--- config.mk ---
export PLATFORM = sky130hd
export DESIGN_NAME = bldc_commutation_ctrl
export DESIGN_NICKNAME = d
export VERILOG_FILES = /design/src/rtl/bldc_commutation_ctrl.sv
export SDC_FILE = /design/constraint.sdc
export NUM_CORES = 1
export LEC_CHECK = 0
export BUFFER_PORTS_ARGS = -buffer_cell sky130_fd_sc_hd__buf_2
export CELL_PAD_IN_SITES_DETAIL_PLACEMENT = 1
export CELL_PAD_IN_SITES_GLOBAL_PLACEMENT = 1
export CORE_MARGIN = 2
export CORE_UTILIZATION = 35
export CTS_BUF_LIST = sky130_fd_sc_hd__clkbuf_8
export CTS_CLUSTER_DIAMETER = 80
export DETAILED_ROUTE_END_ITERATION = 12
export PLACE_DENSITY_LB_ADDON = 0.1
export SKIP_CTS_REPAIR_TIMING = 1
export SLEW_MARGIN = 20
export SYNTH_ARGS = -nofsm -noshare
export SYNTH_HDL_FRONTEND = slang
export SYNTH_SLANG_ARGS = --single-unit
export TNS_END_PERCENT = 5
--- constraint.sdc ---
create_clock -name clk -period 2.7 [get_ports clk]
set_input_delay 0.27 -clock clk [delete_from_list [all_inputs] [get_ports clk]]
set_output_delay 0.27 -clock clk [all_outputs]
set_load 0.02 [all_outputs]
--- src/rtl/bldc_commutation_ctrl.sv ---
// Six-step BLDC commutation sequencer: rotor alignment, a one-index-at-a-time
// speed ramp toward vel[2:0], then steady run with step timing from T_value.
//
// state | meaning
// IDLE  | outputs off, waiting for en with a nonzero target
// ALIGN | phase held at 001 for ALIGN_CYCLES clocks
// RAMP  | stepping, vel_index moves one index per RAMP_STEPS steps
// RUN   | stepping at the target index, running=1
module bldc_commutation_ctrl #(
  parameter int unsigned ALIGN_CYCLES = 50000,
  parameter int unsigned RAMP_STEPS   = 6
) (
  input  logic        clk,
  input  logic        rst,
  input  logic        en,
  input  logic [7:0]  vel,
  input  logic [31:0] T_value,
  output logic [2:0]  vel_index,
  output logic [2:0]  phase_state,
  output logic        step,
  output logic        running
);

  localparam int unsigned SCW = (RAMP_STEPS < 1) ? 1 : $clog2(RAMP_STEPS + 1);
  localparam logic [SCW-1:0] SC_MAX     = SCW'(RAMP_STEPS);
  localparam logic [31:0]    ALIGN_LAST = 32'(ALIGN_CYCLES - 1);

  typedef enum logic [1:0] {
    IDLE  = 2'd0,
    ALIGN = 2'd1,
    RAMP  = 2'd2,
    RUN   = 2'd3
  } state_t;

  state_t         state_q, state_d;
  logic [31:0]    cnt_q, cnt_d;
  logic [SCW-1:0] scnt_q, scnt_d, scnt_inc;
  logic [2:0]     vi_d, ph_d, vi_toward, ph_next;
  logic           step_d, run_d;
  logic [2:0]     tgt;
  logic           stop;
  logic [31:0]    teff;
  logic           fire;
  logic           unused_vel_hi;

  assign unused_vel_hi = ^vel[7:3];
  assign tgt  = vel[2:0];
  assign stop = !en || (tgt == 3'd0);
  assign teff = (T_value < 32'd2) ? 32'd2 : T_value;
  assign fire = (cnt_q >= teff - 32'd1);
  assign scnt_inc = (scnt_q >= SC_MAX) ? SC_MAX : scnt_q + SCW'(1);

  always_comb begin
    vi_toward = vel_index;
    if (tgt > vel_index)      vi_toward = vel_index + 3'd1;
    else if (tgt < vel_index) vi_toward = vel_index - 3'd1;
  end

  // Commutation order 001,011,010,110,100,101; anything else restarts at 001.
  always_comb begin
    case (phase_state)
      3'b001:  ph_next = 3'b011;
      3'b011:  ph_next = 3'b010;
      3'b010:  ph_next = 3'b110;
      3'b110:  ph_next = 3'b100;
      3'b100:  ph_next = 3'b101;
      default: ph_next = 3'b001;
    endcase
  end

  always_comb begin
    state_d = state_q;
    cnt_d   = cnt_q;
    scnt_d  = scnt_q;
    vi_d    = vel_index;
    ph_d    = phase_state;
    step_d  = 1'b0;
    if (stop) begin
      state_d = IDLE;
      cnt_d   = '0;
      scnt_d  = '0;
      vi_d    = 3'd0;
      ph_d    = 3'b000;
    end else begin
      case (state_q)
        IDLE: begin
          state_d = ALIGN;
          ph_d    = 3'b001;
          cnt_d   = '0;
          scnt_d  = '0;
        end
        ALIGN: begin
          if (cnt_q == ALIGN_LAST) begin
            state_d = RAMP;
            ph_d    = 3'b011;
            vi_d    = 3'd1;
            step_d  = 1'b1;
            cnt_d   = '0;
            scnt_d  = '0;
          end else begin
            cnt_d = cnt_q + 32'd1;
          end
        end
        default: begin
          if (fire) begin
            cnt_d  = '0;
            ph_d   = ph_next;
            step_d = 1'b1;
          end else begin
            cnt_d = cnt_q + 32'd1;
          end
          if (state_q == RAMP) begin
            if (fire) begin
              if (scnt_inc >= SC_MAX) begin
                scnt_d = '0;
                vi_d   = vi_toward;
              end else begin
                scnt_d = scnt_inc;
              end
            end
            if (vi_d == tgt) state_d = RUN;
          end else begin
            scnt_d = '0;
            if (tgt != vel_index) state_d = RAMP;
          end
        end
      endcase
    end
    run_d = (state_d == RUN);
  end

  always_ff @(posedge clk or negedge rst) begin
    if (!rst) begin
      state_q     <= IDLE;
      cnt_q       <= '0;
      scnt_q      <= '0;
      vel_index   <= 3'd0;
      phase_state <= 3'b000;
      step        <= 1'b0;
      running     <= 1'b0;
    end else begin
      state_q     <= state_d;
      cnt_q       <= cnt_d;
      scnt_q      <= scnt_d;
      vel_index   <= vi_d;
      phase_state <= ph_d;
      step        <= step_d;
      running     <= run_d;
    end
  end

endmodule

== Word level (Yosys, flattened, before mapping) ==
Cells that the tools add are included.

* Bits in registers: 45
* Output and inout port bits: 8
* Word-level logic and storage cells: 80
* Bits of input ports: 43

* Multiplexer cells: 38
* Equality and inequality tests: 14
* $lt $le $gt $ge: 6
* Add/subtract/negate cells: 5
* Reductions and logical operators: 10

{| class="wikitable"
|+ Operator list
! operator !! count
|-
| $mux 32 || 4
|-
| $pmux 32 s2 || 1
|-
| $mux 3 || 19
|-
| $add 32x1->32 const B || 1
|-
| $eq 32x16->1 const B || 1
|-
| $ge 32x32->1 || 1
|-
| $lt 32x2->1 const B || 1
|-
| $sub 32x1->32 const B || 1
|-
| $pmux 3 s2 || 3
|-
| $pmux 3 s5 || 1
|-
| $mux 2 || 5
|-
| $add 3x1->3 const B || 2
|-
| $eq 3x2->1 const B || 2
|-
| $eq 3x3->1 const B || 2
|-
| $ge 3x3->1 const B || 2
|-
| $ne 5x3->1 const B || 1
|-
| $eq 2x2->1 const B || 2
|-
| $pmux 2 s2 || 1
|-
| $reduce_and 2->1 || 2
|-
| $reduce_bool 4->1 || 1
|-
| $eq 3x1->1 const B || 1
|-
| $eq 3x3->1 || 1
|-
| $gt 3x3->1 || 1
|-
| $logic_not 3->1 || 1
|-
| 14 further kinds || 16
|}

== Longest topological paths before layout ==
* Depth after elaboration: 14
* Mapped depth: 21
* Gate-level depth less buffers: 20

== Worst setup path after synthesis ==
Ideal clock, no wire load.

* Kind: input -> register
* Start point: in T_value[23]
* End point: reg scnt_q[1]
* Path slack: -2.498 ns
* Arrival: 5.074 ns
* Buffers on the path: 0
* Setup time: 0.125 ns
* Stages on the path: 19
* Required time: 2.575 ns
* Cell sequence: or4_1 > nor4_1 > nand4_1 > nor2b_1 > nand2b_1 > ha_1 > nand2b_1 > or3b_4 > or3_4 > or3_1 > xor2_1 > ha_1 > nand4_1 > nor3_1 > a221oi_1 > nand2_1 > or4_1 > o22a_1 > mux2_2

* Longest elaborated chain between the ends: 6

{| class="wikitable"
|+ Ends and longest elaborated chain
! item !! RTL line !! source
|-
| from (decl) || 17 || <nowiki>input logic [31:0] T_value,</nowiki>
|-
| $lt 32x2->1 || 49 || <nowiki>assign teff = (T_value < 32'd2) ? 32'd2 : T_value;</nowiki>
|-
| $mux 32 (*) || 49 ||
|-
| $sub 32x1->32 (*) || 50 || <nowiki>assign fire = (cnt_q >= teff - 32'd1);</nowiki>
|-
| $ge 32x32->1 (*) || 50 ||
|-
| $ne 5x3->1 (no line) (*) || -- ||
|-
| $reduce_and 2->1 (no line) (*) || -- ||
|-
| to (signal assigned) || 144 || <nowiki>scnt_q <= scnt_d;</nowiki>
|-
| to (decl) || 37 || <nowiki>logic [SCW-1:0] scnt_q, scnt_d, scnt_inc;</nowiki>
|}

Every way passes the cells marked *; elsewhere a longest branch is shown, timed or not.
A chain may end at the register's enable or synchronous reset.

== Final worst setup path ==
* Start point: in T_value[16]
* End point: reg scnt_q[1]

The elaborated chain is that of the path after synthesis.

==> flow_summary_export.csv <==
group,metric,value,unit
run_status,status,"complete, but fails checks",
run_status,violations,"setup timing",
clock_tree,cts_tree,"yes",
final_layout,antenna_cells_inserted,0,
pwr,p_per_area,284.1,mW/mm2
sta,drv_slew,0,
setup_path,r2r_start,"cnt_q[2]",
pwr,power_leakage,2.407,nW
synth,synth.distinct_cells,54,
clock_tree,cts_sinks,45,
place,dpl-instance-area,0.004984,mm2
sta,rsz0062_at_grt,"yes",
die,dieArea,0.01183,mm2
clock_tree,clk_path_buf_depth,2,
global_route,grt_usage,20.86,%
sta,fin_crit_sh,181.8,%
setup_path,r2r-end,"vel_index[2]",
die,die_w,108.8,um
worst_hold_path,min_path_type,"in2async",
place,place_hpwl,9810,um
setup_path,cp_top_family,"simple AND/OR/NAND/NOR gates",
global_route,grtUsageMet2,37.95,%
global_route,met1_usage,26.83,%
global_route,grt_busiest_layer,"met2",
setup_path,ff2ff_path_depth,9,
synth,synth_area,0.003841,mm2
pwr,ir_drop,0.1728,mV
route,viasPerCell,5.202,
synth,syn-instance-count,455,
sta,setup_viol,44,
setup_path,endpoint_kind,"register",
final_layout,seq_area,0.001126,mm2
clock_tree,clock-root-buffer,"clkbuf_8",
setup_path,worstSetupStartpoint,"T_value[16]",
global_route,grt_max_degree,36,
synth,synthArstFlopShare,100.0,%
clock_tree,cts_buffers,5,
route,dr.pass1.iters,4,
setup_path,critical_path_arrival,5.10,ns
clock_tree,path_clk_slew,0.09,ns
clock_tree,clkLatencyLatePin,0.30,ns
pwr,total_power,0.001490,W
global_route,first_global_vias,4109,
global_route,grt_pass1_wl,19540,um
synth,ys_ff_latch,45,
synth,synth-edff-count,0,
die,pin_count,51,
die,fp.dieH,108.8,um
final_layout,fin_nets,685,
sta,slew_headroom,43.75,%
die,core_area,0.01079,mm2
synth,ys_warn_count,0,
setup_path,slowest_delay,0.58,ns
setup_path,cp_cell_sequence,"buf_2 -> or4_1 -> nor3_2 -> nand4_1 -> nor2b_2 -> nand2b_4 -> ha_4 -> nand2b_4 -> or3b_4 -> or3_4 -> or3_4 -> xor2_2 -> ha_1 -> nand4_1 -> nor3_2 -> a221oi_2 -> buf_4 -> nand2_4 -> or4_4 -> o22a_1 -> mux2_2",
sta,setup_ws,-2.209,ns
final_layout,stdcell_area,0.005245,mm2
setup_path,rrSetupSlack,-0.08,ns
synth,synth_ff_type,"dfrtp_1",
setup_path,worstPathRequired,2.89,ns
sta,final.min_clock_period,4.909,ns
synth,avgSynthCellArea,8.442,um2
route,routed_wl,11770,um
final_layout,nFillCells,1323,
clock_tree,cts_htree_levels,2,
route,detail-route-antenna-nets,0,
global_route,grtUsageMet3,2.331,%
route,first_iter_violations,188,
setup_path,path_buf_inv,2,
global_route,gr-total-overflow,0,
place,port_buffers,45,
route,routedWlPerCell,15.86,um
final_layout,final_util,48.60,%
place,gp_congestion,0.8300,
final_layout,multiInputGateArea,0.002763,mm2
sta,worst_pin_slew,0.8438,ns
synth,synth_seq_area_share,29.32,%
die,initial_core_util,35.59,%
sta,finalHoldViolCount,0,
setup_path,critPathKind,"in2reg",
job,drv_cap,0,
final_layout,drive_gt1_share,31.06,%
sta,fmax,203.7,MHz
route,post-route-drc-count,0,
setup_path,startpoint_type,"primary input",
global_route,antenna_found_initial,0,
synth,synth.net_count,539,
die,row_count,38,
final_layout,area.growth.synth_to_final,36.55,%
setup_path,crit_path_max_fanout,4,
sta,skew,0.01491,ns
setup_path,cpMaxStageDelayCell,"or4_1",
route,vias,3860,
-- cells in the mapped netlist (all sizes together) (5+ instances only) --
cell | instances | area (um2)
xor2 | 31 | 271.5
nand4 | 19 | 118.9
nor2 | 71 | 266.5
buf | 5 | 27.53
ha | 41 | 513.0
nor4 | 13 | 93.84
and3 | 6 | 37.54
dfrtp | 45 | 1126
inv | 17 | 63.81
nand3 | 24 | 120.1
nand2 | 33 | 123.9
nor3 | 13 | 65.06
xnor2 | 32 | 280.3
or3 | 7 | 48.80
o21ai | 12 | 60.06
a21oi | 18 | 90.09
or4 | 8 | 60.06
-- stage by stage --
stage                     TNS [ns]  instances  hold WS (ns)  setup slack (ns)
after floorplan             -91.11        455      -0.02559            -2.390
after global placement     -108.93        730        0.4278            -2.642
after detailed placement   -114.13        730        0.4290            -2.745
after CTS                  -100.23        738       0.09367            -2.438
after global routing        -97.59        742        0.1119            -2.368
final                       -89.56        742       0.05542            -2.209
-- how the worst max path moves through the flow --
stage / to / slack, ns / cells past startpoint
after floorplan: scnt_q[1] / -2.39 / 19
after global placement: scnt_q[1] / -2.64 / 21
after detailed placement: scnt_q[1] / -2.75 / 21
after CTS: scnt_q[1] / -2.44 / 21
after global routing: phase_state[1] / -2.37 / 22
final: scnt_q[1] / -2.21 / 21
-- cells by family (layout without fill, tap and decap cells) --
logic type / count (synthesis) / count (layout) / share of synthesized area (%)
adders and majority gates: 41 / 41 / 13.35
AOI/OAI and AO/OA: 60 / 60 / 10.29
and+or+nand+nor: 217 / 217 / 28.76
muxes: 5 / 5 / 1.336
xor gates and xnor gates: 63 / 63 / 14.36
DFF: 45 / 45 / 29.32
buffers and inverters: 24 / 171 / 2.573
-- layout make-up --
type	count	area share [%]
Inverter	17	1.217
Sequential cell	45	21.47
Clock buffer	6	1.574
Clock inverter	2	0.6441
Tap cell	140	3.340
Multi-Input combinational cell	386	52.67
Timing Repair Buffer	146	19.08
-- report_power, final --
group	total, W	internal [W]	switching, W
Combinational	0.000267	0.000126	0.000140
Clock	0.000538	0.000299	0.000240
Sequential	0.000685	0.000678	0.00000696
Total	0.00149	0.00110	0.000387
-- state kept, by name, indices dropped and copies added (netlist names) --
name         count
scnt_q           3
cnt_q           32
state_q          2
step             1
running          1
phase_state      3
vel_index        3
-- routing by layer --
layer	share of wire (%)	wire [um]
met1	46	5451
met2	52	6069
met3	1.5	177
met4	0.62	73
met5	0	0
-- cells in the final DEF, fill, tap and decap left out, types with 9 or more instances in the layout --
cell type / count
xnor2_1: 32
nand4_1: 19
inv_1: 18
nor3_1: 11
dfrtp_1: 45
nand2_1: 31
xor2_1: 30
o21ai_0: 11
nand3_1: 24
buf_2: 44
nor4_1: 9
nor2_1: 68
ha_1: 40
buf_4: 98
a21oi_1: 18
No activity file was read; power rests on OpenSTA's default activity.
